`src/rtl/if_fetch_unit.sv`:
```
// IF-stage fetch engine: owns the PC and runs one req/ready instruction fetch at
// a time into IF/ID. It absorbs hazard stalls and branch redirects.
module if_fetch_unit #(
  parameter logic [31:0] RESET_PC = 32'h0000_0000,
  parameter int unsigned PC_STEP  = 4
) (
  input  logic        clk,
  input  logic        reset,
  input  logic        stall,
  input  logic        branch_taken,
  input  logic [31:0] branch_target,
  output logic        imem_req,
  output logic [31:0] imem_addr,
  input  logic        imem_ready,
  input  logic [31:0] imem_rdata,
  output logic [31:0] instr_out,
  output logic [31:0] pc_out,
  output logic        fetch_valid,
  output logic        if_id_enable
);

  typedef enum logic [1:0] {
    S_FETCH,
    S_HOLD,
    S_DRAIN
  } state_t;

  state_t      r_state;
  logic [31:0] r_pc;
  logic [31:0] r_hold_buf;
  logic [31:0] r_drain_addr;
  logic [31:0] w_pc_next;

  assign w_pc_next = r_pc + 32'(PC_STEP);

  always_ff @(posedge clk or posedge reset) begin
    if (reset) begin
      r_state      <= S_FETCH;
      r_pc         <= RESET_PC;
      r_hold_buf   <= '0;
      r_drain_addr <= '0;
    end else begin
      case (r_state)
        S_FETCH: begin
          if (branch_taken) begin
            r_pc <= branch_target;
            if (!imem_ready) begin
              // The old request is still in flight; remember its address so the
              // bus stays stable until its response is swallowed.
              r_drain_addr <= r_pc;
              r_state      <= S_DRAIN;
            end
          end else if (imem_ready && !stall) begin
            r_pc <= w_pc_next;
          end else if (imem_ready) begin
            r_hold_buf <= imem_rdata;
            r_state    <= S_HOLD;
          end
        end
        S_HOLD: begin
          if (branch_taken) begin
            r_pc    <= branch_target;
            r_state <= S_FETCH;
          end else if (!stall) begin
            r_pc    <= w_pc_next;
            r_state <= S_FETCH;
          end
        end
        S_DRAIN: begin
          if (branch_taken) r_pc <= branch_target;
          if (imem_ready) r_state <= S_FETCH;
        end
        default: r_state <= S_FETCH;
      endcase
    end
  end

  always_comb begin
    imem_req    = 1'b0;
    imem_addr   = r_pc;
    instr_out   = '0;
    pc_out      = r_pc;
    fetch_valid = 1'b0;
    if (!reset) begin
      case (r_state)
        S_FETCH: begin
          imem_req    = 1'b1;
          instr_out   = imem_rdata;
          fetch_valid = imem_ready & ~branch_taken;
        end
        S_HOLD: begin
          instr_out   = r_hold_buf;
          fetch_valid = ~branch_taken;
        end
        S_DRAIN: begin
          imem_req  = 1'b1;
          imem_addr = r_drain_addr;
        end
        default: ;
      endcase
    end
  end

  assign if_id_enable = fetch_valid & ~stall;

endmodule
```
`config.mk`:
```
export PLATFORM = sky130hd
export DESIGN_NAME = if_fetch_unit
export DESIGN_NICKNAME = d
export VERILOG_FILES = /design/src/rtl/if_fetch_unit.sv
export SDC_FILE = /design/constraint.sdc
export NUM_CORES = 1
export LEC_CHECK = 0
export CAP_MARGIN = 30
export CORE_ASPECT_RATIO = 0.9
export CORE_MARGIN = 10
export CORE_UTILIZATION = 48
export CTS_CLUSTER_DIAMETER = 50
export CTS_CLUSTER_SIZE = 10
export DETAILED_ROUTE_END_ITERATION = 8
export GPL_ROUTABILITY_DRIVEN = 0
export PLACE_DENSITY = 0.82
export SLEW_MARGIN = 20
export SYNTH_ARGS = -nofsm -noshare
export SYNTH_HDL_FRONTEND = slang
export SYNTH_SLANG_ARGS = --single-unit
```
`constraint.sdc`:
```
create_clock -name clk -period 4.01 [get_ports clk]
set_input_delay 0.401 -clock clk [delete_from_list [all_inputs] [get_ports clk]]
set_output_delay 0.401 -clock clk [all_outputs]
set_load 0.03 [all_outputs]
```
### Yosys cells after proc, flatten, opt, wreduce, memory -nomap -nowiden

Index checks and enable logic that the tools add are counted.

* logic and storage cells: 51
* bits in registers: 98

* mux-type cells: 22
* eq/ne operators: 9
* bitwise gates (word level): 6
* add/subtract/negate cells: 1
* reductions and logical operators: 9

Operators by type and width (number)
* 32-bit two-way mux: 8
* 32-bit case mux with 3 select lines: 1
* 32-bit case mux with 2 select lines: 1
* 32-bit by 3-bit adder with 32-bit output, second input constant: 1
* 3-bit inequality test, second input constant: 5
* 2-bit two-way mux: 7
* 4-bit AND reduction: 2
* 2-bit case mux with 3 select lines: 1
* 5-bit AND reduction: 1
* 2-bit inequality test, second input constant: 2
* 1-bit NOT: 4
* 1-bit two-way mux: 3
* 3-bit AND reduction: 1
* 3-bit nonzero test: 1
* 1-bit AND: 2
* 2-bit by 1-bit == test with 1-bit output, second input constant: 1
* 2-bit == test, second input constant: 1
* 2-bit zero test: 1
* 1-bit case mux with 2 select lines: 1
* 2-bit OR reduction: 1
* 1-bit logical AND: 1
* 1-bit zero test: 1

### Depth between registers and ports, before layout

* depth after elaboration: 5
* mapped depth: 8

### Worst setup path after synthesis

Ideal clock, no wire load.

* path kind: register -> output
* start: reg r_state[0]
* end: out imem_addr[10]
* path buffers: 3
* cell stages (with the launch flop): 7
* data required time: 3609 ps
* path slack: 1595 ps
* data arrival time: 2014 ps
* path through: dfrtp_1 > buf_2 > nor2_1 > and2_1 > buf_2 > buf_2 > mux2_2

* longest elaborated chain between the ends: 3

RTL lines
* start: declaration: RTL line 28 `state_t r_state;`
* start signal: assignment: RTL line 38 `r_state <= S_FETCH;`
* start signal: assignment: RTL line 51 `r_state <= S_DRAIN;`
* start signal: assignment: RTL line 57 `r_state <= S_HOLD;`
* 2-bit == test: RTL line 85 `case (r_state)`
* 32-bit two-way mux: RTL line 85
* 32-bit two-way mux: RTL line 84 `if (!reset) begin`
* end: declaration: RTL line 13 `output logic [31:0] imem_addr,`

Every way passes these cells.

### Worst setup path after layout

* start: in reset
* end: out imem_addr[17]

* longest elaborated chain between the ends: 1

RTL lines
* start: declaration: RTL line 8 `input logic reset,`
* 32-bit two-way mux: RTL line 84

Every way passes these cells.

==> flow_summary.yaml <==
run_status:
  status: "finished clean"
routing:
  vias: 4802
  wl_per_cell_um: 20.28
  dr.pass1.iters: 7
  ant_nets: 0
  wl_mm: 16.69
  drt_iter0_drc: 331
  viasPerCell: 5.835
  route.detailed.drc: 0
power:
  seqPwrFrac: 0.419
  irDropWorstVdd_uv: 305.3
  p_sw_mw: 1.210
  comb_power_share: 0.354
  p_leak_nw: 2.862
  p_clk_frac: 0.227
  p_int_mw: 2.215
  switching_share: 0.3533
  power_density_mw_per_mm2: 455.6
clock_tree:
  cts_root_buffer: "clkbuf_16"
  numCtsBuffers: 9
  hold_buffers: 0
  cts_resized: 0
  cts_setup_buffers: 0
  clkLatencyLatePin_ns: 0.34
  clk_pin_slew_ns: 0.06
  clock_sinks: 98
  cts_buffer_depth: 2
  cts_tree: "built"
  cts_max_level: 3
setup_path:
  cpMostUsedCell: "clkdlybuf4s50_1"
  path_class: "primary input to primary output"
  required_ns: 3.61
  crit_path_top_delay_cell: "clkdlybuf4s50_1"
  cp_max_fo: 29
  start_kind: "primary input"
  slowest_delay_ns: 0.60
  end_kind: "primary output"
  path_cells: "clkdlybuf4s50_1, nor2_1, and2_2, buf_4, mux2_2, clkdlybuf4s50_1"
  crit_arrival_ns: 2.80
finish:
  synthToLayoutAreaGrowth_pct: 36.86
  antenna-diode-count: 0
  nFillCells: 889
  fin_nets: 737
  drive_gt1_frac: 0.1952
  seqCellArea_mm2: 0.002454
  fin_area_mm2: 0.007517
  multi_input_area_mm2: 0.002841
timing:
  tightest_slew_ns: 0.7770
  drv_slew: 0
  setup-violations-final: 0
  worst_hold_slack_ns: 0.4897
  rsz0062_at_grt: "false"
  min_period_ns: 3.202
  fin_skew_ns: 0.006203
  max_freq_mhz: 312.3
  min_period_over_period: 0.7986
  finalSetupTns_ns: 0
  slew_headroom: 0.4780
  hold_viol: 0
floorplanning:
  coreArea_mm2: 0.01099
  io_pins: 168
  die-area_mm2: 0.01613
  fp.dieW_um: 132.8
  floorplan.initialDensity: 0.4998
  die_h_um: 121.5
  rows: 36
synthesis:
  yosys.cell_types.count: 53
  ys_top_cells_by_area: "dfrtp_1 45%, mux2_2 18%, mux2i_1 6.0%, nor2_1 3.6%, a21oi_1 3.1%"
  syn_nets: 592
  synth_enable_flop_cells: 0
  synthTopCellsByCount: "98 x dfrtp_1, 90 x mux2_2, 53 x nor2_1"
  synth-seq-cells: 98
  ys.warnings.count: 0
  syn_area_mm2: 0.005493
  async_reset_ff_frac: 1.000
  ys_seq_area_frac: 0.4465
  yosysTopAreaCell: "dfrtp_1"
  synth_top_area_share: 0.4465
  synth_cells: 522
  yosysMostFrequentCell: "dfrtp_1"
  synthFlopType: "dfrtp_1"
  avgSynthCellArea_um2: 10.52
placement:
  place_area_mm2: 0.007264
  io_buffers: 167
  hpwl_mm: 12.32
global_routing:
  grt_start_max_net_pins: 58
  grt_overflow: 0
  grt_pass1_wl_mm: 26.67
  antenna_found_initial: 0
  grtUsageTotal: 0.2030
  first_global_vias: 4906
min_path:
  min_path_type: "flip-flop to flip-flop"
flow_run:
  max_cap_violations: 0
[kinds of logic after synthesis]
group / Yosys count / share of synthesized area
compound gates: 97 / 0.1125
fa+ha+maj: 1 / 0.002278
simple gates: 151 / 0.1467
mux: 125 / 0.2487
flops: 98 / 0.4465
buf+inv: 50 / 0.04328
[worst paths after layout]
| path | start | end | slack (ns) | depth (start not counted) |
|---|---|---|---|---|
| setup / recovery | reset | imem_addr[17] | 0.81 | 6 |
| hold / removal | r_hold_buf[10]$_DFFE_PP0P_ | r_hold_buf[10]$_DFFE_PP0P_ | 0.49 | 1 |
| setup reg to reg | r_state[0]$_DFFE_PP0P_ | pc_out[28]$_DFFE_PP0P_ | 1.46 | 6 |
| hold reg to reg | r_hold_buf[10]$_DFFE_PP0P_ | r_hold_buf[10]$_DFFE_PP0P_ | 0.49 | 1 |
| max in group asynchronous | reset | pc_out[7]$_DFFE_PP0P_ | 2.61 | 3 |
| min in group asynchronous | reset | r_hold_buf[6]$_DFFE_PP0P_ | 0.50 | 2 |
[placed cells by master (no fill, tap or decap), types with 3 or more instances in the layout]
cell type | Yosys | routed
o22a_1 | 4 | 4
nor3_1 | 8 | 8
and3_1 | 5 | 5
inv_1 | 6 | 5
a2bb2oi_1 | 4 | 4
clkbuf_16 | 0 | 9
dfrtp_1 | 98 | 97
o21ai_0 | 18 | 18
a41oi_1 | 4 | 4
and4_1 | 3 | 3
buf_4 | 0 | 11
nand4_1 | 17 | 17
o2bb2ai_1 | 3 | 3
nor2_1 | 53 | 53
a31oi_1 | 4 | 4
o22ai_1 | 8 | 8
nand3_1 | 12 | 12
mux2i_1 | 33 | 33
clkdlybuf4s50_1 | 0 | 167
nand2_1 | 30 | 30
nor4_1 | 4 | 4
mux2_2 | 90 | 90
clkinv_2 | 0 | 4
a21oi_1 | 34 | 33
and2_1 | 5 | 4
[worst max-delay path: cells and delay by family]
family	cells	cell delay, ns
buffers and inverters	3	1.49
multiplexers	1	0.39
AND/OR/NAND/NOR	2	0.49
[final cells by class]
cell class | instances | area share
clock buffers | 11 | 0.03096
repair buffers | 178 | 0.2334
multi-input cells | 374 | 0.3780
inverters | 6 | 0.003329
well taps | 152 | 0.02530
clock inverters | 4 | 0.002663
flip-flops and latches | 98 | 0.3264
[registers in the layout (all words and copies together), names as in the netlist]
register      flops
r_state           2
r_hold_buf       32
pc_out           32
r_drain_addr     32
[layer usage]
layer	vias up	part of all wire	track usage
li1	2202	-	-
met1	2385	0.42	0.2496
met2	201	0.46	0.3281
met3	14	0.10	0.08402
met4	0	0.0084	0.04396
met5	-	0	0
[power by group through the flow]
stage	clock, mW	sequential [mW]	combinational, mW
2_1_floorplan	0	1.46	0.713
3_3_place_gp	0	1.43	1.18
3_5_place_dp	0	1.45	1.22
4_1_cts	0.789	1.43	1.23
5_1_grt	0.830	1.47	1.30
6_report	0.777	1.44	1.21
[per-stage QoR]
| stage | instances | setup slack, ns | total power [mW] | util |
|---|---|---|---|---|
| 2_1_floorplan | 522 | 1.047 | 2.174 | - |
| 3_3_place_gp | 808 | 0.8818 | 2.614 | 0.6610 |
| 3_5_place_dp | 808 | 0.8266 | 2.668 | 0.6610 |
| 4_1_cts | 823 | 0.7933 | 3.447 | 0.6840 |
| 5_1_grt | 823 | 0.7122 | 3.596 | 0.6840 |
| 6_report | 823 | 0.8076 | 3.425 | 0.6840 |
No activity file was read; power rests on OpenSTA's default activity.
